### src/rtl/mem_arbiter.sv
// Arbitrates I-cache fills, D-cache fills and write-through stores onto a single
// main-memory command port; fills issue one read per cycle and collect returns in order.
module mem_arbiter #(
   parameter int MEM_LATENCY = 4,
   parameter int BLOCK_WORDS = 8
) (
   input  logic                           clk,
   input  logic                           rst_n,
   input  logic                           ic_miss,
   input  logic [15:0]                    ic_miss_addr,
   input  logic                           dc_miss,
   input  logic [15:0]                    dc_miss_addr,
   input  logic                           dc_wr,
   input  logic [15:0]                    dc_wr_addr,
   input  logic [15:0]                    dc_wr_data,
   output logic                           mem_en,
   output logic                           mem_wr,
   output logic [15:0]                    mem_addr,
   output logic [15:0]                    mem_wdata,
   input  logic [15:0]                    mem_rdata,
   input  logic                           mem_valid,
   output logic                           ic_fill_we,
   output logic                           ic_fill_done,
   output logic                           dc_fill_we,
   output logic                           dc_fill_done,
   output logic [$clog2(BLOCK_WORDS)-1:0] fill_word,
   output logic [15:0]                    fill_data,
   output logic                           dc_wr_ack,
   output logic                           busy
);

   localparam int IW = $clog2(BLOCK_WORDS);
   localparam int HW = 16 - IW - 1;
   localparam int CW = $clog2(BLOCK_WORDS + MEM_LATENCY + 1);
   localparam logic [CW-1:0] ISSUE_END = CW'(BLOCK_WORDS);
   localparam logic [CW-1:0] RET_START = CW'(MEM_LATENCY);
   localparam logic [CW-1:0] CYC_MAX   = CW'(BLOCK_WORDS + MEM_LATENCY);
   localparam logic [IW-1:0] LAST_WORD = IW'(BLOCK_WORDS - 1);

   typedef enum logic [1:0] {
      IDLE   = 2'd0,
      WRITE  = 2'd1,
      FILL_I = 2'd2,
      FILL_D = 2'd3
   } state_t;

   state_t        state_reg, state_next;
   logic [CW-1:0] cyc_cnt_reg;
   logic [IW-1:0] ret_cnt_reg;
   logic [HW-1:0] blk_hi_reg;
   logic [15:0]   wr_addr_reg;
   logic [15:0]   wr_data_reg;
   logic          in_fill;
   logic          ret_beat;
   logic          last_beat;
   logic          unused_addr_bits;

   // Byte-offset bits below the block boundary are dropped when a miss is latched.
   assign unused_addr_bits = ^{ic_miss_addr[IW:0], dc_miss_addr[IW:0]};

   assign in_fill   = (state_reg == FILL_I) || (state_reg == FILL_D);
   // No read of this fill can have returned before MEM_LATENCY cycles into the state.
   assign ret_beat  = in_fill && mem_valid && (cyc_cnt_reg >= RET_START);
   assign last_beat = ret_beat && (ret_cnt_reg == LAST_WORD);

   always_ff @(posedge clk or negedge rst_n) begin
      if (!rst_n) begin
         state_reg   <= IDLE;
         cyc_cnt_reg <= '0;
         ret_cnt_reg <= '0;
         blk_hi_reg  <= '0;
         wr_addr_reg <= '0;
         wr_data_reg <= '0;
      end else begin
         state_reg <= state_next;
         if (state_reg == IDLE) begin
            cyc_cnt_reg <= '0;
            ret_cnt_reg <= '0;
            if (dc_wr) begin
               wr_addr_reg <= dc_wr_addr;
               wr_data_reg <= dc_wr_data;
            end else if (dc_miss) begin
               blk_hi_reg <= dc_miss_addr[15:IW+1];
            end else if (ic_miss) begin
               blk_hi_reg <= ic_miss_addr[15:IW+1];
            end
         end else if (in_fill) begin
            if (last_beat) begin
               cyc_cnt_reg <= '0;
               ret_cnt_reg <= '0;
            end else begin
               if (cyc_cnt_reg != CYC_MAX) begin
                  cyc_cnt_reg <= cyc_cnt_reg + CW'(1);
               end
               if (ret_beat) begin
                  ret_cnt_reg <= ret_cnt_reg + IW'(1);
               end
            end
         end
      end
   end

   always_comb begin
      state_next = state_reg;
      case (state_reg)
         IDLE: begin
            if (dc_wr) begin
               state_next = WRITE;
            end else if (dc_miss) begin
               state_next = FILL_D;
            end else if (ic_miss) begin
               state_next = FILL_I;
            end
         end
         WRITE:          state_next = IDLE;
         FILL_I, FILL_D: if (last_beat) state_next = IDLE;
         default:        state_next = IDLE;
      endcase
   end

   always_comb begin
      mem_en       = 1'b0;
      mem_wr       = 1'b0;
      mem_addr     = '0;
      mem_wdata    = '0;
      ic_fill_we   = 1'b0;
      ic_fill_done = 1'b0;
      dc_fill_we   = 1'b0;
      dc_fill_done = 1'b0;
      fill_word    = '0;
      fill_data    = '0;
      dc_wr_ack    = 1'b0;
      busy         = (state_reg != IDLE);

      if (state_reg == WRITE) begin
         mem_en    = 1'b1;
         mem_wr    = 1'b1;
         mem_addr  = wr_addr_reg;
         mem_wdata = wr_data_reg;
         dc_wr_ack = 1'b1;
      end

      // Issue phase: the first BLOCK_WORDS cycles of a fill walk the block in word order.
      if (in_fill && (cyc_cnt_reg < ISSUE_END)) begin
         mem_en   = 1'b1;
         mem_addr = {blk_hi_reg, cyc_cnt_reg[IW-1:0], 1'b0};
      end

      if (ret_beat) begin
         fill_word = ret_cnt_reg;
         fill_data = mem_rdata;
         if (state_reg == FILL_I) begin
            ic_fill_we   = 1'b1;
            ic_fill_done = last_beat;
         end else begin
            dc_fill_we   = 1'b1;
            dc_fill_done = last_beat;
         end
      end
   end

endmodule

### config.mk
export PLATFORM = sky130hd
export DESIGN_NAME = mem_arbiter
export DESIGN_NICKNAME = d
export VERILOG_FILES = /design/src/rtl/mem_arbiter.sv
export SDC_FILE = /design/constraint.sdc
export NUM_CORES = 1
export LEC_CHECK = 0
export ABC_AREA = 1
export CAP_MARGIN = 20
export CORE_MARGIN = 4
export CORE_UTILIZATION = 37
export CTS_BUF_LIST = sky130_fd_sc_hd__clkbuf_16
export DETAILED_ROUTE_END_ITERATION = 8
export PLACE_DENSITY = 0.79
export SETUP_SLACK_MARGIN = 0.2
export SLEW_MARGIN = 5
export SYNTH_ARGS = -nofsm -noshare
export SYNTH_HDL_FRONTEND = slang
export SYNTH_SLANG_ARGS = --single-unit
### constraint.sdc
create_clock -name clk -period 1.5 [get_ports clk]
set_clock_uncertainty 0.15 [all_clocks]
set_input_delay 0.3 -clock clk [delete_from_list [all_inputs] [get_ports clk]]
set_output_delay 0.3 -clock clk [all_outputs]
set_load 0.05 [all_outputs]
==> results_dict.tcl <==
set metrics [dict create \
    status "complete, but fails checks" \
    violations "negative setup slack" \
    yosysUniqueCellTypes 24 \
    gr-total-overflow 0 \
    max-slew-margin-rel_pct 80.4 \
    dp_slack_ps -384 \
    crit_slowest_cell "dfrtp_2" \
    critPathLaunch "state_reg[1]" \
    power_switching_share_pct 45.1 \
    start_util_pct 37.8 \
    ant_nets 0 \
    synthCells 353 \
    fmax_mhz 510 \
    drt-initial-drc-count 106 \
    wl_met3_um 659 \
    dpl.cell_count 616 \
    root_buffer "clkbuf_16" \
    yosysMostFrequentCell "inv_1" \
    die_w_um 96.6 \
    power_density_mw_per_mm2 1910 \
    setup_violations 109 \
    routed.top_layer "met4" \
    yosys.area.top_type "dfrtp_1" \
    drt-met1-wl_um 4080 \
    gp_congestion 0.809 \
    peakVddDrop_mv 2.02 \
    synth_top_area_share_pct 45.7 \
    grt_max_degree 54 \
    clkPwrFrac_pct 9.0 \
    synth_seq_area_share_pct 45.7 \
    p_comb_share_pct 71.1 \
    drt-total-wl_um 11700 \
    dpl-instance-area_sq_mm 0.00576 \
    fin_crit_sh_pct 131 \
    die_h_um 96.6 \
    dieArea_sq_mm 0.00933 \
    rsz0062_at_grt "yes" \
    switchingPower_w 0.00565 \
    synthesis.area_sq_mm 0.00290 \
    postSynthRegisterBits 53 \
    maxCapViolations 0 \
    insertedDiodeCount 0 \
    utilization_pct 85.6 \
    intPower_w 0.00688 \
    final_cells 650 \
    p_leak_nw 2.95 \
    synthArstFlopShare_pct 100 \
    cts_tree "built" \
    num_rows 32 \
    rr_endpoint "wr_addr_reg[6]" \
    worst_slew_pin_slew_ps 293 \
    cp-start-kind "register" \
    nNetsFinal 637 \
    cts.sinks 53 \
    cp-end-kind "output port" \
    syn-num-nets 443 \
    pwr-share-seq_pct 19.9 \
    reg2reg_slack_ps -340 \
    area_growth_syn_to_layout_pct 127 \
    synth_edf_count 0 \
    crit_end "mem_wdata[1]" \
    cp.depth 5 \
    dr.pass1.iters 4 \
    num_vias 3208 \
    io_buffers 136 \
    setup_ws_ps -461 \
    clockBufferDepth 2 \
    core-area_sq_mm 0.00769 \
    numCtsBuffers 5 \
    grt_pass1_wl_um 16600 \
    track_usage_pct 23.3 \
    synth.area.top_cells "dfrtp_1 46%, inv_1 9.0%, nor2_1 8.0%, mux2_4 7.8%, nand2_1 6.6%" \
    hold_viol 0 \
    clk_pin_slew_ps 70 \
    grt_pass1_vias 3356 \
    synth_commonest_cells "70 x inv_1, 62 x nor2_1, 53 x dfrtp_1" \
    routed_via_density 4.94 \
    critical_path.top_delay_family "flip-flops" \
    worstPathArrival_ps 1510 \
    post-route-drc-count 0 \
    cp_data_required_time_ps 1050 \
    path_buf_inv 3 \
    fin_area_sq_mm 0.00658 \
    drive_gt1_share_pct 50.4 \
    timing.rr.start "state_reg[0]" \
    synth-main-ff-cell "dfrtp_1" \
    drv_slew 0 \
    cts-htree-levels 2 \
    wl_per_cell_um 18.0 \
    route.met2.wl_um 6680 \
    clock_latency_ps 290 \
    max_stage_delay_ps 450 \
    hp-class "in2async" \
    yosys_warnings 0 \
    antenna_found_initial 0 \
    worst-r2r-cell-count 7 \
    path_cells "nor2_4, buf_12, inv_12, nor2_4, buf_12" \
    fin_crit_ps 1960 \
    hpwl_um 7420 \
    ioPinCount 145 \
    critical_path_class "reg2out" \
    syn_area_per_cell_sq_um 8.23 \
    crit_fanout 9 \
]
==> final cells by class <==
type                    count  area [sq um]
clock inverters             3          17.5
repair inverters            2          27.5
inverters                  72           289
multi-input cells         214          1990
well taps                 102           128
flip-flops and latches     53          1330
fillers                   377          1110
repair buffers            199          2680
clock buffers               5           125
==> repair_timing <==
item,in CTS,in global routing
pin swaps,9,9
gates resized for setup,62,44
setup endpoints to repair,112,112
setup buffers,9,6
gates cloned,9,1
hold buffers,1,0
hold endpoints to repair,53,0
==> power groups by stage <==
stage	registers (W)	logic [W]	clock network [W]
final	0.00249	0.00892	0.00113
after global routing	0.00256	0.00933	0.00122
after CTS	0.00243	0.00853	0.00114
after detailed placement	0.00244	0.00794	0
after global placement	0.00241	0.00777	0
after floorplan	0.00243	0.00462	0
==> cell usage in the layout (no fill, tap or decap), drive strengths merged <==
cell type,count
buf,121
inv,76
clkdlybuf4s50,75
nor2,68
dfrtp,53
nand2,53
o21ai,31
a21oi,18
mux2,15
o211ai,12
nand3,9
clkbuf,6
ha,4
nor3,2
nand4,1
xnor2,1
clkinv,1
dlygate4sd3,1
dlygate4sd2,1
==> worst min-delay path, delay by kind of cell <==
kind	cells	cell delay [ps]
buf+inv	3	910
==> through the flow <==
| stage | hold WS, ps | setup TNS (ps) | total power, W |
|---|---|---|---|
| 3_5_place_dp | 168 | -23000 | 0.0104 |
| 4_1_cts | 367 | -27930 | 0.0121 |
| 5_1_grt | 397 | -41350 | 0.0131 |
| 3_3_place_gp | 167 | -19780 | 0.0102 |
| 2_1_floorplan | -146 | -7010 | 0.00705 |
| 6_report | 384 | -36400 | 0.0125 |
==> per-layer routing <==
layer,track usage (%),vias to the layer above
met2,44.9,123
met3,4.65,24
met5,0,-
li1,-,1480
met1,25.8,1581
met4,6.31,0
==> cells by family after synthesis <==
group | after synthesis | share of synthesized area (%)
AND/OR/NAND/NOR | 130 | 18.8
buffers and inverters | 89 | 12.9
AO/OA/AOI/OAI | 61 | 12.8
flip-flops | 53 | 45.7
multiplexers | 15 | 7.76
adder cells (fa/ha/maj) | 4 | 1.72
XOR/XNOR | 1 | 0.302
==> how the worst min path moves through the flow <==
stage	to	cells past startpoint
final	wr_addr_reg[13]	3
after detailed placement	wr_addr_reg[13]	2
after global placement	wr_data_reg[11]	2
after global routing	wr_addr_reg[1]	1
after CTS	wr_addr_reg[12]	1
after floorplan	blk_hi_reg[0]	0
Power figures use the tool's default switching activity.
